==> config.mk <==
export PLATFORM = sky130hd
export DESIGN_NAME = anomaly_removal_ctrl
export DESIGN_NICKNAME = d
export VERILOG_FILES = /design/src/rtl/anomaly_pkg.sv /design/src/rtl/anomaly_removal.sv /design/src/rtl/anomaly_removal_ctrl.sv
export SDC_FILE = /design/constraint.sdc
export NUM_CORES = 1
export LEC_CHECK = 0
export ABC_CLOCK_PERIOD_IN_PS = 8500
export CAP_MARGIN = 15
export CORE_ASPECT_RATIO = 2
export CORE_MARGIN = 2
export CORE_UTILIZATION = 35
export CTS_BUF_LIST = sky130_fd_sc_hd__clkbuf_16
export DETAILED_ROUTE_END_ITERATION = 6
export SLEW_MARGIN = 0
export SYNTH_ARGS = -nofsm -noshare
export SYNTH_HDL_FRONTEND = slang
export SYNTH_HIERARCHICAL = 1
export SYNTH_SLANG_ARGS = --single-unit
==> constraint.sdc <==
create_clock -name clk -period 8.5 [get_ports clk]
set_clock_uncertainty 0.2 [all_clocks]
set_input_delay 1.275 -clock clk [delete_from_list [all_inputs] [get_ports clk]]
set_output_delay 1.275 -clock clk [all_outputs]
set_load 0.03 [all_outputs]
==> src/rtl/anomaly_pkg.sv <==
// Shared definitions for the anomaly removal frame sequencer and its datapath.
//   state_e  : sequencer states
//   PIX_W    : datapath pixel width
//   BG_PIXEL : value written where the original matches the anomaly frame
package anomaly_pkg;

  typedef enum logic [1:0] {
    IDLE  = 2'd0,
    SCAN  = 2'd1,
    DRAIN = 2'd2,
    DONE  = 2'd3
  } state_e;

  localparam int unsigned PIX_W = 8;

  localparam logic [PIX_W-1:0] BG_PIXEL = 8'h00;

endpackage

==> src/rtl/anomaly_removal.sv <==
// Per-pixel anomaly removal datapath.
// Where the original pixel equals the anomaly pixel the background value is
// emitted, otherwise the anomaly pixel passes through. Output is registered.
//   clk, rst   : clock, asynchronous active-high reset
//   orig_pix   : original frame pixel
//   anom_pix   : anomaly frame pixel
//   out_pix    : registered result pixel
module anomaly_removal
  import anomaly_pkg::*;
(
  input  logic                           clk,
  input  logic                           rst,
  input  logic [anomaly_pkg::PIX_W-1:0]  orig_pix,
  input  logic [anomaly_pkg::PIX_W-1:0]  anom_pix,
  output logic [anomaly_pkg::PIX_W-1:0]  out_pix
);

  logic [anomaly_pkg::PIX_W-1:0] out_pix_d, out_pix_q;

  always_comb begin
    out_pix_d = anom_pix;
    if (orig_pix == anom_pix) out_pix_d = BG_PIXEL;
  end

  always_ff @(posedge clk or posedge rst) begin
    if (rst) out_pix_q <= '0;
    else     out_pix_q <= out_pix_d;
  end

  assign out_pix = out_pix_q;

endmodule

==> src/rtl/anomaly_removal_ctrl.sv <==
// Frame-level sequencer for the anomaly removal unit.
// Scans the original and anomaly frame RAMs in lock-step, pushes each pixel
// pair through anomaly_removal and writes the result to the output RAM at the
// same address. Read-to-write latency is 2 cycles, one pixel per cycle.
//   clk, rst               : clock, asynchronous active-high reset
//   start, abort           : host frame request / cancel
//   rd_en, rd_addr         : shared read port of the two input RAMs
//   orig_rdata, anom_rdata : read data, valid the cycle after rd_en
//   wr_en, wr_addr, wr_data: output RAM write port
//   busy, done             : status (done is a one-cycle pulse)
//   replaced_cnt           : matching-pixel count of the last completed frame
module anomaly_removal_ctrl #(
  parameter int unsigned IMG_W  = 256,
  parameter int unsigned IMG_H  = 256,
  parameter int unsigned PIX_W  = 8,
  parameter int unsigned ADDR_W = 16
) (
  input  logic              clk,
  input  logic              rst,
  input  logic              start,
  input  logic              abort,
  output logic              rd_en,
  output logic [ADDR_W-1:0] rd_addr,
  input  logic [PIX_W-1:0]  orig_rdata,
  input  logic [PIX_W-1:0]  anom_rdata,
  output logic              wr_en,
  output logic [ADDR_W-1:0] wr_addr,
  output logic [PIX_W-1:0]  wr_data,
  output logic              busy,
  output logic              done,
  output logic [ADDR_W:0]   replaced_cnt
);

  import anomaly_pkg::state_e;
  import anomaly_pkg::IDLE;
  import anomaly_pkg::SCAN;
  import anomaly_pkg::DRAIN;
  import anomaly_pkg::DONE;

  localparam int unsigned       NPIX      = IMG_W * IMG_H;
  localparam logic [ADDR_W-1:0] LAST_ADDR = ADDR_W'(NPIX - 1);
  localparam logic [ADDR_W:0]   CNT_MAX   = '1;

  state_e              state_q, state_d;
  logic [ADDR_W-1:0]   addr_q, addr_d;
  logic                drain_q, drain_d;
  logic                v1_q, v1_d;     // data-stage valid
  logic [ADDR_W-1:0]   a1_q, a1_d;     // data-stage address
  logic                v2_q, v2_d;     // result-stage valid
  logic [ADDR_W-1:0]   a2_q, a2_d;     // result-stage address
  logic [ADDR_W:0]     cnt_q, cnt_d;   // running match count
  logic [ADDR_W:0]     rep_q, rep_d;   // count of last completed frame

  always_comb begin
    state_d = state_q;
    addr_d  = addr_q;
    drain_d = drain_q;
    cnt_d   = cnt_q;
    rep_d   = rep_q;
    v1_d    = (state_q == SCAN);
    a1_d    = addr_q;
    v2_d    = v1_q;
    a2_d    = a1_q;

    if (v1_q && (orig_rdata == anom_rdata) && (cnt_q != CNT_MAX))
      cnt_d = cnt_q + 1'b1;

    case (state_q)
      IDLE: begin
        if (start && !abort) begin
          state_d = SCAN;
          addr_d  = '0;
          cnt_d   = '0;
        end
      end
      SCAN: begin
        addr_d  = addr_q + 1'b1;
        drain_d = 1'b0;
        if (addr_q == LAST_ADDR) state_d = DRAIN;
      end
      DRAIN: begin
        drain_d = 1'b1;
        if (drain_q) state_d = DONE;
      end
      DONE: begin
        rep_d   = cnt_q;
        state_d = IDLE;
      end
      default: state_d = IDLE;
    endcase

    // Abort overrides everything above; a write already on the port this
    // cycle is unaffected because wr_en/wr_addr are registered.
    if (abort && (state_q != IDLE)) begin
      state_d = IDLE;
      v1_d    = 1'b0;
      v2_d    = 1'b0;
      rep_d   = rep_q;
    end
  end

  always_ff @(posedge clk or posedge rst) begin
    if (rst) begin
      state_q <= IDLE;
      addr_q  <= '0;
      drain_q <= 1'b0;
      v1_q    <= 1'b0;
      a1_q    <= '0;
      v2_q    <= 1'b0;
      a2_q    <= '0;
      cnt_q   <= '0;
      rep_q   <= '0;
    end else begin
      state_q <= state_d;
      addr_q  <= addr_d;
      drain_q <= drain_d;
      v1_q    <= v1_d;
      a1_q    <= a1_d;
      v2_q    <= v2_d;
      a2_q    <= a2_d;
      cnt_q   <= cnt_d;
      rep_q   <= rep_d;
    end
  end

  anomaly_removal u_anomaly_removal (
    .clk      (clk),
    .rst      (rst),
    .orig_pix (orig_rdata),
    .anom_pix (anom_rdata),
    .out_pix  (wr_data)
  );

  assign rd_en        = (state_q == SCAN);
  assign rd_addr      = addr_q;
  assign wr_en        = v2_q;
  assign wr_addr      = a2_q;
  assign busy         = (state_q != IDLE);
  assign done         = (state_q == DONE);
  assign replaced_cnt = rep_q;

endmodule

Word level (Yosys, flattened, before mapping):

Cells that the tools add are included.

* logic and storage cells: 49
* input port bits: 20
* bits in registers: 95

* bitwise operators: 1
* reductions and logical operators: 12
* add/sub/neg operators: 2
* mux-type cells: 14
* eq/ne operators: 10

Operator list (count)
* two-way mux 17 bit: 3
* one-hot mux 16 bit (2 select lines): 1
* adder 17 x 1 -> 17 bit (second input constant): 1
* != test 17 bit (second input constant): 1
* adder 16 x 1 -> 16 bit (second input constant): 1
* == test 16 bit (second input constant): 1
* two-way mux 16 bit: 1
* == test 8 bit: 1
* two-way mux 2 bit: 4
* two-way mux 8 bit: 1
* one-hot mux 2 bit (4 select lines): 1
* != test 3 bit (second input constant): 2
* nonzero test 2 bit: 3
* == test 2 bit (second input constant): 2
* logical AND 1 bit: 4
* AND reduction 2 bit: 2
* != test 3 x 1 -> 1 bit (second input constant): 1
* AND reduction 3 bit: 1
* == test 2 x 1 -> 1 bit (second input constant): 1
* zero test 2 bit: 1
* two-way mux 1 bit: 2
* != test 2 bit (second input constant): 1
* one-hot mux 1 bit (2 select lines): 1
* zero test 1 bit: 1
* NOT 1 bit: 1

Longest topological paths before layout:

* word-level depth: 6
* depth in mapped cells: 9
* gate-level depth less buffers: 8

Modules after synthesis:

Netlist, hierarchy kept.

By module, submodules not included
* anomaly_removal_ctrl: instances 1, cells each 322, seq. area each 2177.1 um^2, area an instance 3842.4 um^2
* anomaly_removal: instances 1, cells each 27, seq. area each 200.2 um^2, area an instance 359.1 um^2

Least setup slack after synthesis:

OpenSTA, ideal clock, no wires.

* path type: in2reg
* start: input port anom_rdata[2]
* end: register cnt_q[10]
* buffers on the path: 2
* stages: 6
* data arrival time: 2.499 ns
* library setup time: 0.079 ns
* path slack: 5.722 ns
* cells stage by stage: xor2_1 or3_1 buf_6 buf_6 nor4_2 mux2i_1

* word-level cells in the longest chain between the ends: 6

RTL lines
* from (decl): RTL line anomaly_removal_ctrl.sv:25 `input logic [PIX_W-1:0] anom_rdata,`
* == test 8 bit (*): RTL line anomaly_removal_ctrl.sv:65 `if (v1_q && (orig_rdata == anom_rdata) && (cnt_q != CNT_MAX))`
* logical AND 1 bit (*) (2 in a row): RTL line anomaly_removal_ctrl.sv:65
* two-way mux 17 bit (*): RTL line anomaly_removal_ctrl.sv:65
* two-way mux 17 bit: RTL line anomaly_removal_ctrl.sv:70 `if (start && !abort) begin`
* two-way mux 17 bit (*): RTL line anomaly_removal_ctrl.sv:68 `case (state_q)`
* net cnt_d[10]: RTL line anomaly_removal_ctrl.sv:51 `logic [ADDR_W:0] cnt_q, cnt_d;`
* to (signal assigned): RTL line anomaly_removal_ctrl.sv:121 `cnt_q <= cnt_d;`
* to (decl): RTL line anomaly_removal_ctrl.sv:51

The timed path passes the listed nets; every way through them passes the cells marked *.
A chain may end at the register's enable or synchronous reset.

Worst setup path in the final report:

* start: register state_q[1]
* end: output port rd_en

* word-level cells in the longest chain between the ends: 1

RTL lines
* from (decl): RTL line anomaly_removal_ctrl.sv:44 `state_e state_q, state_d;`
* from (signal assigned): RTL line anomaly_removal_ctrl.sv:114 `state_q <= state_d;`
* == test 2 x 1 -> 1 bit: RTL line anomaly_removal_ctrl.sv:134 `assign rd_en = (state_q == SCAN);`
* to (decl): RTL line anomaly_removal_ctrl.sv:22 `output logic rd_en,`

No other way between the ends.

==> tab_implementation.tex <==
\begin{tabular}{lr}
\hline
Metric & Value \\
\hline
\multicolumn{2}{l}{\textbf{Global route}} \\
Global-route congestion overflow total & 0 \\
Overall track demand over capacity in global routing & 15.22\% \\
First-pass GRT wire length & 15.37 mm \\
Pin count of the biggest net entering global routing & 80 \\
Number of antenna violations at the first check in global routing & 1 \\
Vias in the first global route & 3092 \\
\multicolumn{2}{l}{\textbf{Logic synthesis}} \\
Dominant combinational cell family by area after synthesis & simple AND/OR/NAND/NOR gates \\
Sequential area share after synthesis & 56.58\% \\
Area fraction in compound gates after synthesis & 7.921\% \\
Synthesized-area fraction occupied by adder cells & 2.085\% \\
Share of the synthesized area in the top cell type & 56.58\% \\
Post-synth EDFFs & 0 \\
Count of different cell masters after synthesis & 48 \\
Top cells by area in the synthesized netlist & sky130\_fd\_sc\_hd\_\_dfrtp\_1 (57\%), sky130\_fd\_sc\_hd\_\_mux2\_2 (4.8\%), sky130\_fd\_sc\_hd\_\_mux2i\_1 (3.6\%) \\
Gate Count Post-Synth & 349 \\
Biggest area consumer among synthesized cells & sky130\_fd\_sc\_hd\_\_dfrtp\_1 \\
Most used flip-flop cell after synthesis & sky130\_fd\_sc\_hd\_\_dfrtp\_1 \\
Syn Area/Cell & 12.04 sq um \\
Netlist Area Pre-Place & 4202 sq um \\
Async SR Flop Fraction & 100.0\% \\
Count of warnings emitted by yosys & 6 \\
Synth Area in XOR/XNOR & 4.378\% \\
Portion of netlist area occupied by mux cells & 8.398\% \\
Simple-gate share of the synthesized area & 18.40\% \\
Post-Syn Nets & 376 \\
Synthesized flop and latch total & 95 \\
\multicolumn{2}{l}{\textbf{Layout}} \\
Final cell count without fillers & 583 \\
Area occupied by registers & 2377 sq um \\
Final net count & 459 \\
Final core area utilization & 46.51\% \\
Share of post-route cells with drive strength above 1 & 11.44\% \\
Commonest cells after routing, fill and taps aside & sky130\_fd\_sc\_hd\_\_dfrtp\_1 (95), sky130\_fd\_sc\_hd\_\_clkdlybuf4s50\_1 (80), sky130\_fd\_sc\_hd\_\_nand2\_1 (31), sky130\_fd\_sc\_hd\_\_mux2\_2 (18), sky130\_fd\_sc\_hd\_\_nand2b\_1 (16) \\
\# fillers & 1080 \\
Area of combinational cells with multiple inputs & 1730 sq um \\
Leading cell type in the layout, fill and taps excluded & sky130\_fd\_sc\_hd\_\_dfrtp\_1 \\
Cell area after layout & 5443 sq um \\
Area Growth Syn to Fin & 29.54\% \\
\multicolumn{2}{l}{\textbf{Worst setup path}} \\
Crit Reg-Reg Endpoint & cnt\_q[13]\$\_DFF\_PP0\_ \\
Crit start category & flip-flop \\
Delay of the slowest cell on the worst path & 0.78 ns \\
Flop2flop setup slack & 5.55 ns \\
Worst path arrival time & 2.17 ns \\
Capturing element type of the critical path & primary output \\
Reg2Reg Depth & 9 \\
Required time at the endpoint of the critical path & 7.03 ns \\
Top delay family on crit path & buffers and inverters \\
R2R Path Start & cnt\_q[3]\$\_DFF\_PP0\_ \\
Worst Setup Path Type & reg2out \\
Worst path cell trace & inv\_1, ha\_1, clkdlybuf4s50\_1 \\
Worst-path cell with the longest stage delay & sky130\_fd\_sc\_hd\_\_clkdlybuf4s50\_1 \\
CP Depth & 3 \\
Crit-path max FO & 14 \\
Count of buffering cells on the critical path with inverters included & 2 \\
\multicolumn{2}{l}{\textbf{Status}} \\
Status & complete, no violations \\
\multicolumn{2}{l}{\textbf{Timing}} \\
Fmax & 274.7 MHz \\
Worst-Margin Slew & 0.9944 ns \\
Least setup slack across all paths after layout & 4.860 ns \\
TNS Setup & 0 ns \\
WHS & 0.1476 ns \\
Final hold viol count & 0 \\
Time the final worst path needs with I/O delays and setup & 3.640 ns \\
Setup repair after global routing missed its margin & false \\
Period utilisation layout & 42.83\% \\
Setup Viol. Count Final & 0 \\
Max transition margin & 33.71\% \\
Final Max Slew Viols & 0 \\
\multicolumn{2}{l}{\textbf{Flow run}} \\
Number of maximum-capacitance violations & 0 \\
\multicolumn{2}{l}{\textbf{Route}} \\
Mean routed wirelength per cell & 15.71 microns \\
Final ANT Viol Nets & 0 \\
Vias per cell & 5.077 \\
Detailed Routing Iterations Pass 1 & 4 \\
Via count & 2960 \\
Routed Wire Length & 9.158 mm \\
Drc violations & 0 \\
Number of violations reported at the end of detailed-routing iteration 0 & 134 \\
\multicolumn{2}{l}{\textbf{Placed design}} \\
Total cell area at the placement stage & 5136 sq um \\
Number of placed instances, taps included & 565 \\
Minimum setup slack after placement & 4.439 ns \\
Number of buffer cells added on primary ports & 80 \\
Dpl hpwl & 6.522 mm \\
Final RePlAce weighted congestion & 0.7832 \\
\multicolumn{2}{l}{\textbf{Clock network}} \\
Clock tree sinks & 95 \\
Hold buffer count at cts & 0 \\
H-tree depth reported by CTS & 3 \\
Number of buffers created by CTS & 9 \\
CTS tree & built \\
Clk slew on worst S/H paths & 0.07 ns \\
Clock root buffer & sky130\_fd\_sc\_hd\_\_clkbuf\_16 \\
Longest Clk Path Bufs & 2 \\
Post-CTS setup-driven buffer insertion count & 0 \\
Skew-Pair Late Insertion Delay & 0.34 ns \\
Number of resized instances in the post-cts repair step & 0 \\
\multicolumn{2}{l}{\textbf{Hold path}} \\
Min-Delay Path Depth & 0 \\
Hold-critical path endpoint & wr\_addr[0]\$\_DFF\_PP0\_ \\
Startpoint of the tightest hold check path & a1\_q[0]\$\_DFF\_PP0\_ \\
Worst min-delay path category & reg2reg \\
\multicolumn{2}{l}{\textbf{Floorplanning}} \\
Core footprint & 11700 sq um \\
Initial Utilization & 35.91\% \\
Chip width & 81.48 microns \\
Number of standard-cell rows in the floorplan & 56 \\
Total die area & 12950 sq um \\
Height of the die & 158.9 microns \\
Ports & 81 \\
\multicolumn{2}{l}{\textbf{Power}} \\
Power density normalized to cell area & 237.7 nW/um\^{}2 \\
Peak supply drop & 128.0 uV \\
Leak & 2.433 nW \\
Power, Total & 1.294 mW \\
\hline
\end{tabular}
==> logic make-up (layout without fill, tap and decap cells) <==
kind of cell,after synthesis,in the layout
compound gates,48,48
xor+xnor,21,21
fa+ha+maj,7,7
buf+inv,19,107
flops,95,95
mux,33,33
other cells,0,1
simple gates,126,126
==> cell type report <==
type                       count  area share (%)
sequential                    95           43.68
multi-input combinational    235           31.79
timing repair buffer          83           15.26
clock buffer                   9           4.138
tap                          145           3.333
clock inverter                 7           1.172
inverter                       8          0.5747
antenna                        1         0.04598
==> synthesized netlist by cell type, drive strengths merged, types with 2 or more instances <==
library cell	n
clkbuf	3
buf	8
a41o	2
o31ai	4
and3	4
nor4	15
or2	3
a31oi	2
nand2	31
a22o	2
a211oi	3
or3	3
o21ai	9
xnor2	9
nand3	8
dfrtp	95
xor2	12
or4	2
nor2	12
and4	5
nor3	2
and2	4
mux2i	15
ha	7
nor2b	2
inv	8
a21oi	10
a21boi	8
nand2b	17
nand4	15
mux2	18
and3b	2
==> state kept, by name, summed over array words and instances, names as in the netlist <==
register                   cells
a1_q                          16
drain_q                        1
v1_q                           1
rd_addr                       16
replaced_cnt                  17
state_q                        2
wr_addr                       16
cnt_q                         17
u_anomaly_removal/out_pix      8
wr_en                          1
==> power by group <==
group	switching, mW	internal, mW	leakage [nW]
logic	0.216	0.143	1.01
registers	0.0431	0.506	1.29
clock network	0.181	0.204	0.136
total	0.440	0.854	2.43
==> layer usage <==
metal / part of all wire (%) / GRT usage, % / vias up
met4: 2.3 / 7.550 / 0
met3: 3.3 / 2.268 / 12
met5: 0 / 0 / -
li1: - / - / 1426
met2: 53 / 25.00 / 58
met1: 41 / 19.02 / 1464
==> worst max path at each step <==
stage / start / to / slack [ns]
finish: state_q[1]$_DFFE_PP0P_ / rd_en / 4.86
global route: state_q[1]$_DFFE_PP0P_ / rd_en / 4.74
CTS: anom_rdata[5] / cnt_q[0]$_DFF_PP0_ / 4.79
detailed placement: anom_rdata[5] / cnt_q[0]$_DFF_PP0_ / 4.44
global placement: anom_rdata[5] / cnt_q[0]$_DFF_PP0_ / 4.56
floorplan: rst / a1_q[0]$_DFF_PP0_ / 4.77
==> worst register-to-register path, stage by stage, from the launching register on <==
cell	delay [ns]
sky130_fd_sc_hd__dfrtp_1	0.44
sky130_fd_sc_hd__and4_1	0.25
sky130_fd_sc_hd__nand4_1	0.23
sky130_fd_sc_hd__nor2_1	0.10
sky130_fd_sc_hd__ha_1	0.18
sky130_fd_sc_hd__nor2b_1	0.15
sky130_fd_sc_hd__nand4_1	0.41
sky130_fd_sc_hd__buf_8	0.32
sky130_fd_sc_hd__nor4_1	0.34
sky130_fd_sc_hd__mux2i_1	0.25
No activity file was read; power rests on OpenSTA's default activity.
